--- src/rtl/cpu_pkg.sv ---
// Shared CPU definitions: branch opcode encodings, branch-unit state encoding
// and the width of the taken-branch performance counter.
package cpu_pkg;

  localparam logic [1:0] BR_BEQ = 2'b00;
  localparam logic [1:0] BR_BNE = 2'b01;
  localparam logic [1:0] BR_JMP = 2'b10;
  localparam logic [1:0] BR_RSV = 2'b11;

  localparam int unsigned TAKEN_CNT_W = 16;

  typedef enum logic [1:0] {
    StIdle,
    StResolve,
    StFlush
  } br_state_e;

endpackage

--- src/rtl/branch_ctrl_if.sv ---
// Request/decision bundle between decode and the branch resolution unit.
// master = decode/pipeline side, slave = branch_ctrl.
interface branch_ctrl_if
  import cpu_pkg::*;
#(
  parameter int unsigned WIDTH = 16
);

  logic                   br_valid;
  logic                   br_ready;
  logic [1:0]             br_op;
  logic [WIDTH-1:0]       rs_a;
  logic [WIDTH-1:0]       rs_b;
  logic [WIDTH-1:0]       target;
  logic [WIDTH-1:0]       pc_plus;
  logic                   stall;
  logic                   sel;
  logic [WIDTH-1:0]       next_pc;
  logic                   resolved;
  logic                   flush;
  logic                   bad_op;
  logic [TAKEN_CNT_W-1:0] taken_cnt;

  modport master (
    output br_valid, br_op, rs_a, rs_b, target, pc_plus, stall,
    input  br_ready, sel, next_pc, resolved, flush, bad_op, taken_cnt
  );

  modport slave (
    input  br_valid, br_op, rs_a, rs_b, target, pc_plus, stall,
    output br_ready, sel, next_pc, resolved, flush, bad_op, taken_cnt
  );

endinterface

--- src/rtl/br_cmp.sv ---
// Combinational taken/not-taken decision for a branch opcode and two operands.
// Kept standalone so an early-resolve stage can reuse it.
module br_cmp
  import cpu_pkg::*;
#(
  parameter int unsigned WIDTH = 16
) (
  input  logic [1:0]       br_op_i,
  input  logic [WIDTH-1:0] rs_a_i,
  input  logic [WIDTH-1:0] rs_b_i,
  output logic             taken_o
);

  always_comb begin
    taken_o = 1'b0;
    case (br_op_i)
      BR_BEQ:  taken_o = (rs_a_i == rs_b_i);
      BR_BNE:  taken_o = (rs_a_i != rs_b_i);
      BR_JMP:  taken_o = 1'b1;
      default: taken_o = 1'b0;
    endcase
  end

endmodule

--- src/rtl/branch_ctrl.sv ---
// Branch resolution unit: registers the next-PC decision, drives the BrEq mux
// select, squashes younger stages after a taken branch and counts taken branches.
module branch_ctrl
  import cpu_pkg::*;
#(
  parameter int unsigned WIDTH        = 16,
  parameter int unsigned FLUSH_CYCLES = 2
) (
  input  logic          clk,
  input  logic          rst,
  branch_ctrl_if.slave  bus
);

  localparam logic [3:0] FlushInit = 4'(FLUSH_CYCLES - 1);

  br_state_e              state_q, state_d;
  logic                   sel_q, sel_d;
  logic [WIDTH-1:0]       next_pc_q, next_pc_d;
  logic                   bad_op_q, bad_op_d;
  logic [3:0]             flush_cnt_q, flush_cnt_d;
  logic [TAKEN_CNT_W-1:0] taken_cnt_q, taken_cnt_d;
  logic                   taken;

  br_cmp #(
    .WIDTH (WIDTH)
  ) u_br_cmp (
    .br_op_i (bus.br_op),
    .rs_a_i  (bus.rs_a),
    .rs_b_i  (bus.rs_b),
    .taken_o (taken)
  );

  always_comb begin
    state_d     = state_q;
    sel_d       = sel_q;
    next_pc_d   = next_pc_q;
    bad_op_d    = bad_op_q;
    flush_cnt_d = flush_cnt_q;
    taken_cnt_d = taken_cnt_q;
    case (state_q)
      StIdle: begin
        if (bus.br_valid && !bus.stall) begin
          state_d   = StResolve;
          sel_d     = taken;
          next_pc_d = taken ? bus.target : bus.pc_plus;
          bad_op_d  = (bus.br_op == BR_RSV);
        end
      end
      StResolve: begin
        if (!bus.stall) begin
          if (sel_q && (taken_cnt_q != '1)) begin
            taken_cnt_d = taken_cnt_q + TAKEN_CNT_W'(1);
          end
          // The RESOLVE cycle already counts as the first flush cycle.
          if (!sel_q || (FLUSH_CYCLES == 1)) begin
            state_d = StIdle;
          end else begin
            state_d     = StFlush;
            flush_cnt_d = FlushInit;
          end
        end
      end
      StFlush: begin
        if (!bus.stall) begin
          flush_cnt_d = flush_cnt_q - 4'd1;
          if (flush_cnt_q == 4'd1) begin
            state_d = StIdle;
          end
        end
      end
      default: state_d = StIdle;
    endcase
  end

  always_ff @(posedge clk) begin
    if (rst) begin
      state_q     <= StIdle;
      sel_q       <= 1'b0;
      next_pc_q   <= '0;
      bad_op_q    <= 1'b0;
      flush_cnt_q <= '0;
      taken_cnt_q <= '0;
    end else begin
      state_q     <= state_d;
      sel_q       <= sel_d;
      next_pc_q   <= next_pc_d;
      bad_op_q    <= bad_op_d;
      flush_cnt_q <= flush_cnt_d;
      taken_cnt_q <= taken_cnt_d;
    end
  end

  assign bus.br_ready  = (state_q == StIdle) && !bus.stall;
  assign bus.resolved  = (state_q == StResolve) && !bus.stall;
  assign bus.bad_op    = bus.resolved && bad_op_q;
  assign bus.flush     = sel_q && ((state_q == StResolve) || (state_q == StFlush));
  assign bus.sel       = sel_q;
  assign bus.next_pc   = next_pc_q;
  assign bus.taken_cnt = taken_cnt_q;

endmodule

--- src/flat_wrapper.sv ---
// flat-port wrapper written by rule: the top's interface ports become plain ports
module branch_ctrl_flat import cpu_pkg::*;
#(
  parameter int unsigned WIDTH        = 16,
  parameter int unsigned FLUSH_CYCLES = 2
)
  (clk, rst, bus_br_valid, bus_br_op, bus_rs_a, bus_rs_b, bus_target, bus_pc_plus, bus_stall, bus_br_ready, bus_sel, bus_next_pc, bus_resolved, bus_flush, bus_bad_op, bus_taken_cnt);
  branch_ctrl_if #(.WIDTH(WIDTH)) bus_i ();
  input  logic clk;
  input  logic rst;
  input wire logic [$bits(bus_i.br_valid)-1:0] bus_br_valid;
  input wire logic [$bits(bus_i.br_op)-1:0] bus_br_op;
  input wire logic [$bits(bus_i.rs_a)-1:0] bus_rs_a;
  input wire logic [$bits(bus_i.rs_b)-1:0] bus_rs_b;
  input wire logic [$bits(bus_i.target)-1:0] bus_target;
  input wire logic [$bits(bus_i.pc_plus)-1:0] bus_pc_plus;
  input wire logic [$bits(bus_i.stall)-1:0] bus_stall;
  output wire logic [$bits(bus_i.br_ready)-1:0] bus_br_ready;
  output wire logic [$bits(bus_i.sel)-1:0] bus_sel;
  output wire logic [$bits(bus_i.next_pc)-1:0] bus_next_pc;
  output wire logic [$bits(bus_i.resolved)-1:0] bus_resolved;
  output wire logic [$bits(bus_i.flush)-1:0] bus_flush;
  output wire logic [$bits(bus_i.bad_op)-1:0] bus_bad_op;
  output wire logic [$bits(bus_i.taken_cnt)-1:0] bus_taken_cnt;
  assign bus_i.br_valid = bus_br_valid;
  assign bus_i.br_op = bus_br_op;
  assign bus_i.rs_a = bus_rs_a;
  assign bus_i.rs_b = bus_rs_b;
  assign bus_i.target = bus_target;
  assign bus_i.pc_plus = bus_pc_plus;
  assign bus_i.stall = bus_stall;
  assign bus_br_ready = bus_i.br_ready;
  assign bus_sel = bus_i.sel;
  assign bus_next_pc = bus_i.next_pc;
  assign bus_resolved = bus_i.resolved;
  assign bus_flush = bus_i.flush;
  assign bus_bad_op = bus_i.bad_op;
  assign bus_taken_cnt = bus_i.taken_cnt;
  branch_ctrl #(.WIDTH(WIDTH), .FLUSH_CYCLES(FLUSH_CYCLES)) u_core (.clk(clk), .rst(rst), .bus(bus_i));
endmodule
--- config.mk ---
export PLATFORM = sky130hd
export DESIGN_NAME = branch_ctrl_flat
export DESIGN_NICKNAME = d
export VERILOG_FILES = /design/src/rtl/cpu_pkg.sv /design/src/rtl/branch_ctrl_if.sv /design/src/rtl/br_cmp.sv /design/src/rtl/branch_ctrl.sv /design/src/flat_wrapper.sv
export SDC_FILE = /design/constraint.sdc
export NUM_CORES = 1
export LEC_CHECK = 0
export BUFFER_PORTS_ARGS = -buffer_cell sky130_fd_sc_hd__buf_2
export CORE_MARGIN = 8
export CORE_UTILIZATION = 49
export DETAILED_ROUTE_END_ITERATION = 6
export GPL_TIMING_DRIVEN = 0
export PLACE_DENSITY_LB_ADDON = 0.3
export SLEW_MARGIN = 20
export SYNTH_ARGS = -nofsm -noshare
export SYNTH_HDL_FRONTEND = slang
export SYNTH_SLANG_ARGS = --single-unit
export TNS_END_PERCENT = 50
--- constraint.sdc ---
create_clock -name clk -period 1.9 [get_ports clk]
set_input_delay 0.285 -clock clk [delete_from_list [all_inputs] [get_ports clk]]
set_output_delay 0.285 -clock clk [all_outputs]
set_load 0.005 [all_outputs]
==> results.sh, run 1 <==
export IMPL_vias_per_cell=5.54
export IMPL_whs_path_depth=3
export IMPL_finalCritPeriodShare=0.944
export IMPL_placed_area_um2=3270
export IMPL_num_nets_final=523
export IMPL_clock_latency_ps=290
export IMPL_synth_most_common_cell="dfxtp_1"
export IMPL_rows=27
export IMPL_start_util=0.496
export IMPL_timing_rr_end="u_core.bus.taken_cnt[5]$_SDFFE_PP0P_"
export IMPL_tightest_slew_ps=554
export IMPL_drc=0
export IMPL_slowest_delay_ps=510
export IMPL_yosys_area_share_simple=0.354
export IMPL_wl_per_cell_um=16.0
export IMPL_cts_sinks=40
export IMPL_cts_hold_buffers=0
export IMPL_cp_end_kind="flip-flop"
export IMPL_drt_pre_antenna_iters=4
export IMPL_fin_skew_ps=7.19
export IMPL_synth_distinct_cells=42
export IMPL_netlist_top_cells_count="40 x dfxtp_1, 37 x nor2_1, 25 x a21oi_1"
export IMPL_synthTopCellsByArea="dfxtp_1 30%, xor2_1 6.2%, nand3b_1 5.4%, nor2_1 5.2%, nor4_1 5.2%"
export IMPL_via_count=2879
export IMPL_synth_top_family_by_area="simple AND/OR/NAND/NOR gates"
export IMPL_status="complete, no violations"
export IMPL_max_freq_ghz=0.558
export IMPL_drv_slew=0
export IMPL_ios=107
export IMPL_synth_edf_count=0
export IMPL_synth_mux_area_frac=0.00752
export IMPL_synth_compound_area_frac=0.155
export IMPL_die_area_um2=8050
export IMPL_dp_slack_ps=-224
export IMPL_synth_seq_cells=40
export IMPL_crit_path_start_kind="flip-flop"
export IMPL_cp_required_ps=2070
export IMPL_drive_above_1_share=0.328
export IMPL_ctsLongestPathBuffers=2
export IMPL_path_max_fanout=5
export IMPL_hold_path_startpoint="bus_br_op[1]"
export IMPL_synth_top_area_frac=0.301
export IMPL_synth_fp_nets=411
export IMPL_ff2ff_setup_slack_ps=110
export IMPL_fin_hold_ws_ps=308
export IMPL_synth_fa_ha_area_frac=0.0282
export IMPL_ir_worst_vdd_mv=0.416
export IMPL_crit_chain="inv_1 -> ha_2 -> nand3b_1 -> buf_4 -> a2111oi_0 -> xnor2_1 -> nor2_1"
export IMPL_hold_violations=0
export IMPL_ys_seq_area_frac=0.301
export IMPL_dp_cells=511
export IMPL_setup_viol=0
export IMPL_arrival_ps=1960
export IMPL_cts_buffers=5
export IMPL_synth_area_um2=2660
export IMPL_insertedDiodeCount=0
export IMPL_grt_pass1_wl_um=14000
export IMPL_critPathKind="flip-flop to flip-flop"
export IMPL_final_area_um2=3470
export IMPL_track_usage=0.204
export IMPL_ff2ff_path_depth=7
export IMPL_fin_ws_ps=106
export IMPL_period_minus_slack_ps=1790
export IMPL_slew_headroom=0.621
export IMPL_drt_first_iter_violations=150
export IMPL_synth_warnings=0
export IMPL_synth_cells=335
export IMPL_die_w_um=89.7
export IMPL_wirelength_um=8340
export IMPL_final_instance_count_excl_fill=520
export IMPL_synth_top_cell_by_area="dfxtp_1"
export IMPL_grt_max_degree=14
export IMPL_ctsRootBufferMaster="clkbuf_8"
export IMPL_power_density_nw_per_um2=562
export IMPL_min_path_type="primary input to flip-flop"
export IMPL_portBuffers=104
export IMPL_grt_overflow=0
export IMPL_clk_pin_slew_ps=80
export IMPL_synthXorXnorAreaFrac=0.105
export IMPL_drv_cap=0
export IMPL_grt_pass1_vias=3063
export IMPL_whs_endpoint="u_core.bad_op_q$_SDFFE_PP0P_"
export IMPL_ant_nets=0
export IMPL_die_y_um=89.7
export IMPL_regToRegStartpoint="u_core.state_q[1]$_SDFFE_PP0P_"
export IMPL_p_leak_uw=0.00137
export IMPL_antenna_found_initial=0
export IMPL_cts_htree_levels=2
export IMPL_area_growth_syn_to_layout_pct=30.4
export IMPL_synthArstFlopShare=0
export IMPL_gp_congestion=0.818
export IMPL_core_area_um2=5370
export IMPL_dp_hpwl_um=6250
export IMPL_cts_tree="done"
export IMPL_fin_util=0.647
export IMPL_synth_ff_type="dfxtp_1"
export IMPL_syn_area_per_cell_um2=7.95
export IMPL_slowest_stage="a2111oi_0"
[final cells by class]
type / count / area (um^2)
flip-flops and latches: 40 / 803
inverters: 8 / 30.0
multi-input cells: 262 / 1780
well taps: 72 / 90.1
fillers: 476 / 1900
repair buffers: 106 / 536
clock inverters: 3 / 42.5
plain buffers: 24 / 124
clock buffers: 5 / 68.8
[registers in the layout, indices dropped and copies added, names as in the netlist]
name	count
u_core.bus.next_pc	16
u_core.bus.sel	1
u_core.bad_op_q	1
u_core.state_q	2
u_core.flush_cnt_q	4
u_core.bus.taken_cnt	16
[per-layer routing]
layer,track usage,part of all wire,vias up
li1,-,-,1427
met1,0.226,0.41,1344
met2,0.366,0.52,98
met3,0.0499,0.054,10
met4,0.0733,0.013,0
met5,0,0,-
[where the power goes]
group,internal [uW],total (uW),leakage [uW],switching [uW]
sequential,869,886,0.000326,17.6
combinational,168,367,0.000990,199
clock,389,701,0.0000541,312
[per-stage QoR]
step | total power, uW | setup TNS [ps]
after floorplan | 1090 | 0
after global placement | 1250 | -1860
after detailed placement | 1260 | -2870
after CTS | 1970 | 0
after global routing | 2050 | -7.57
final | 1950 | 0
[how the worst max path moves through the flow]
stage               slack [ps]                                 start  depth (start not counted)                                   end
global placement          -150        u_core.state_q[0]$_SDFFE_PP0P_                          9    u_core.bus.next_pc[0]$_SDFFE_PP0P_
floorplan                  140        u_core.state_q[0]$_SDFFE_PP0P_                          9   u_core.bus.next_pc[10]$_SDFFE_PP0P_
detailed placement        -220        u_core.state_q[0]$_SDFFE_PP0P_                          9    u_core.bus.next_pc[5]$_SDFFE_PP0P_
finish                     110        u_core.state_q[1]$_SDFFE_PP0P_                          7  u_core.bus.taken_cnt[5]$_SDFFE_PP0P_
CTS                        0.2        u_core.state_q[0]$_SDFFE_PP0P_                          8   u_core.bus.next_pc[15]$_SDFFE_PP0P_
global route                -5  u_core.bus.taken_cnt[7]$_SDFFE_PP0P_                          6  u_core.bus.taken_cnt[0]$_SDFFE_PP0P_
[timing repair]
| action | CTS | global route |
|---|---|---|
| pin swaps | 0 | 2 |
| resized for setup | 11 | 28 |
| gates cloned | 0 | 0 |
| buffers inserted | 0 | 2 |
| endpoints found under the setup margin | 25 | 35 |
[critical path, delay by kind of cell (launching register included)]
| family | cells | cell delay [ps] |
|---|---|---|
| flops | 1 | 320 |
| buf+inv | 2 | 270 |
| compound gates | 1 | 510 |
| xor+xnor | 1 | 180 |
| simple gates | 2 | 160 |
| fa+ha+maj | 1 | 230 |
[layout by cell type, fill, tap and decap left out, types with 4 or more instances in the layout]
| cell type | n |
|---|---|
| buf_2 | 109 |
| dfxtp_1 | 38 |
| nor2_1 | 36 |
| a21oi_1 | 24 |
| nor4_1 | 20 |
| nand3b_1 | 19 |
| xor2_1 | 19 |
| nor3_1 | 18 |
| o21a_1 | 17 |
| or3_1 | 16 |
| nor3b_1 | 16 |
| xnor2_1 | 13 |
| clkbuf_1 | 12 |
| nand2_1 | 10 |
| inv_1 | 8 |
| buf_4 | 5 |
| o21ai_0 | 5 |
| ha_1 | 5 |
| clkbuf_8 | 5 |
| nand3_1 | 4 |
[cells by family after synthesis]
kind of cell	after synthesis
flip-flops	40
adder cells (fa/ha/maj)	6
buffers and inverters	33
multiplexers	2
XOR/XNOR	32
AND/OR/NAND/NOR	163
AO/OA/AOI/OAI	59
Note: power is estimated with default switching activity, not from simulation.
==> inputs of run 2 (changes only) <==
- SETUP_SLACK_MARGIN: not set -> 0.15
==> results.sh, run 2 (synthesis results as in run 1) <==
export IMPL_status="complete, no violations"
export IMPL_p_leak_uw=0.00144
export IMPL_clock_latency_ps=300
export IMPL_ctsRootBufferMaster="clkbuf_8"
export IMPL_ir_worst_vdd_mv=0.297
export IMPL_area_growth_syn_to_layout_pct=36.3
export IMPL_rows=27
export IMPL_cts_buffers=5
export IMPL_insertedDiodeCount=0
export IMPL_dp_cells=511
export IMPL_cts_tree="done"
export IMPL_drt_first_iter_violations=176
export IMPL_track_usage=0.194
export IMPL_setup_viol=0
export IMPL_grt_overflow=0
export IMPL_final_cell_mix="106 x buf_2, 36 x nor2_1, 30 x dfxtp_1, 21 x a21oi_1"
export IMPL_die_w_um=89.7
export IMPL_finalCritPeriodShare=0.903
export IMPL_ff2ff_path_depth=5
export IMPL_final_common_cell="buf_2"
export IMPL_slowest_stage="a2111o_1"
export IMPL_path_buf_inv=0
export IMPL_drv_cap=0
export IMPL_antenna_found_initial=0
export IMPL_grt_pass1_wl_um=13400
export IMPL_vias_per_cell=5.57
export IMPL_whs_endpoint="u_core.bad_op_q$_SDFFE_PP0P_"
export IMPL_cts_sinks=40
export IMPL_fin_hold_ws_ps=278
export IMPL_dp_hpwl_um=6200
export IMPL_die_y_um=89.7
export IMPL_gp_congestion=0.844
export IMPL_path_max_fanout=5
export IMPL_ctsLongestPathBuffers=2
export IMPL_start_util=0.496
export IMPL_cp_top_family="compound AO/OA/AOI/OAI gates"
export IMPL_tightest_slew_ps=576
export IMPL_drt_pre_antenna_iters=4
export IMPL_critPathKind="flip-flop to flip-flop"
export IMPL_dp_slack_ps=-99.6
export IMPL_clk_pin_slew_ps=90
export IMPL_whs_path_depth=3
export IMPL_period_minus_slack_ps=1720
export IMPL_max_freq_ghz=0.583
export IMPL_wirelength_um=8470
export IMPL_timing_rr_end="u_core.bus.taken_cnt[15]$_SDFFE_PP0P_"
export IMPL_via_count=2929
export IMPL_drv_slew=0
export IMPL_rsz0062_at_grt="true"
export IMPL_ant_nets=0
export IMPL_hold_violations=0
export IMPL_slew_headroom=0.616
export IMPL_crit_chain="nand3_1 -> or3_4 -> a2111o_1 -> o21ai_1 -> a21oi_1"
export IMPL_crit_path_start_kind="flip-flop"
export IMPL_fin_util=0.676
export IMPL_grt_max_degree=14
export IMPL_min_path_type="primary input to flip-flop"
export IMPL_fin_ws_ps=185
export IMPL_arrival_ps=1880
export IMPL_cp_depth=5
export IMPL_fin_skew_ps=5.61
export IMPL_final_instance_count_excl_fill=526
export IMPL_cp_required_ps=2070
export IMPL_cp_end_kind="flip-flop"
export IMPL_die_area_um2=8050
export IMPL_drc=0
export IMPL_total_power_uw=2040
export IMPL_portBuffers=104
export IMPL_power_density_nw_per_um2=562
export IMPL_slowest_delay_ps=430
export IMPL_cts_htree_levels=2
export IMPL_ios=107
export IMPL_regToRegStartpoint="u_core.bus.taken_cnt[2]$_SDFFE_PP0P_"
export IMPL_hold_path_startpoint="bus_br_op[1]"
export IMPL_ff2ff_setup_slack_ps=180
export IMPL_num_nets_final=529
export IMPL_drive_above_1_share=0.372
export IMPL_wl_per_cell_um=16.1
export IMPL_core_area_um2=5370
export IMPL_grt_pass1_vias=2928
[run 2: how the worst max path moves through the flow]
| stage | startpoint | endpoint | slack, ps |
|---|---|---|---|
| floorplan | u_core.state_q[0]$_SDFFE_PP0P_ | u_core.bus.next_pc[10]$_SDFFE_PP0P_ | 230 |
| global placement | bus_rs_b[4] | u_core.bus.next_pc[14]$_SDFFE_PP0P_ | -90 |
| detailed placement | bus_rs_b[4] | u_core.bus.next_pc[3]$_SDFFE_PP0P_ | -100 |
| CTS | u_core.bus.taken_cnt[0]$_SDFFE_PP0P_ | u_core.bus.taken_cnt[5]$_SDFFE_PP0P_ | 80 |
| global route | u_core.state_q[1]$_SDFFE_PP0P_ | u_core.bus.next_pc[9]$_SDFFE_PP0P_ | 100 |
| finish | u_core.bus.taken_cnt[2]$_SDFFE_PP0P_ | u_core.bus.taken_cnt[15]$_SDFFE_PP0P_ | 180 |
[run 2: timing repair]
| action | 4_1_cts | 5_1_grt |
|---|---|---|
| hold buffers | 0 | 0 |
| pin swaps | 5 | 7 |
| setup endpoints to repair | 34 | 35 |
| resized for setup | 27 | 45 |
| cloned | 1 | 0 |
| setup buffers | 2 | 4 |
[run 2: where the power goes]
| part | internal [uW] | leakage, uW | total (uW) | switching (uW) |
|---|---|---|---|---|
| clock network | 430 | 0.0000614 | 760 | 330 |
| logic | 186 | 0.00104 | 397 | 211 |
| registers | 865 | 0.000331 | 883 | 18.0 |
| total | 1480 | 0.00144 | 2040 | 560 |
[run 2: worst reg2reg max path: stages, from the launching register on]
cell and delay (ps):
dfxtp_4 380, nand3_1 150, or3_4 400, a2111o_1 430
o21ai_1 160, a21oi_1 80
[run 2: layout make-up]
type                            count  area [um^2]
Clock inverter                      2         38.8
Timing Repair Buffer              111          577
Clock buffer                        6         82.6
Fill cell                         438         1740
Tap cell                           72         90.1
Inverter                            8         30.0
Multi-Input combinational cell    262         1820
Buffer                             25          166
Sequential cell                    40          821
[run 2: per-stage QoR]
step	TNS, ps	instance area [um^2]
floorplan	0	2670
global placement	-1080	3280
detailed placement	-977	3280
CTS	0	3500
global route	0	3630
finish	0	3630
[run 2: routing by layer]
layer  wire length, um  global-route usage  vias to the layer above
li1                  -                   -                     1441
met1              3520               0.217                     1357
met2              4240               0.332                      117
met3               558              0.0549                       14
met4               148              0.0917                        0
met5                 0                   0                        -
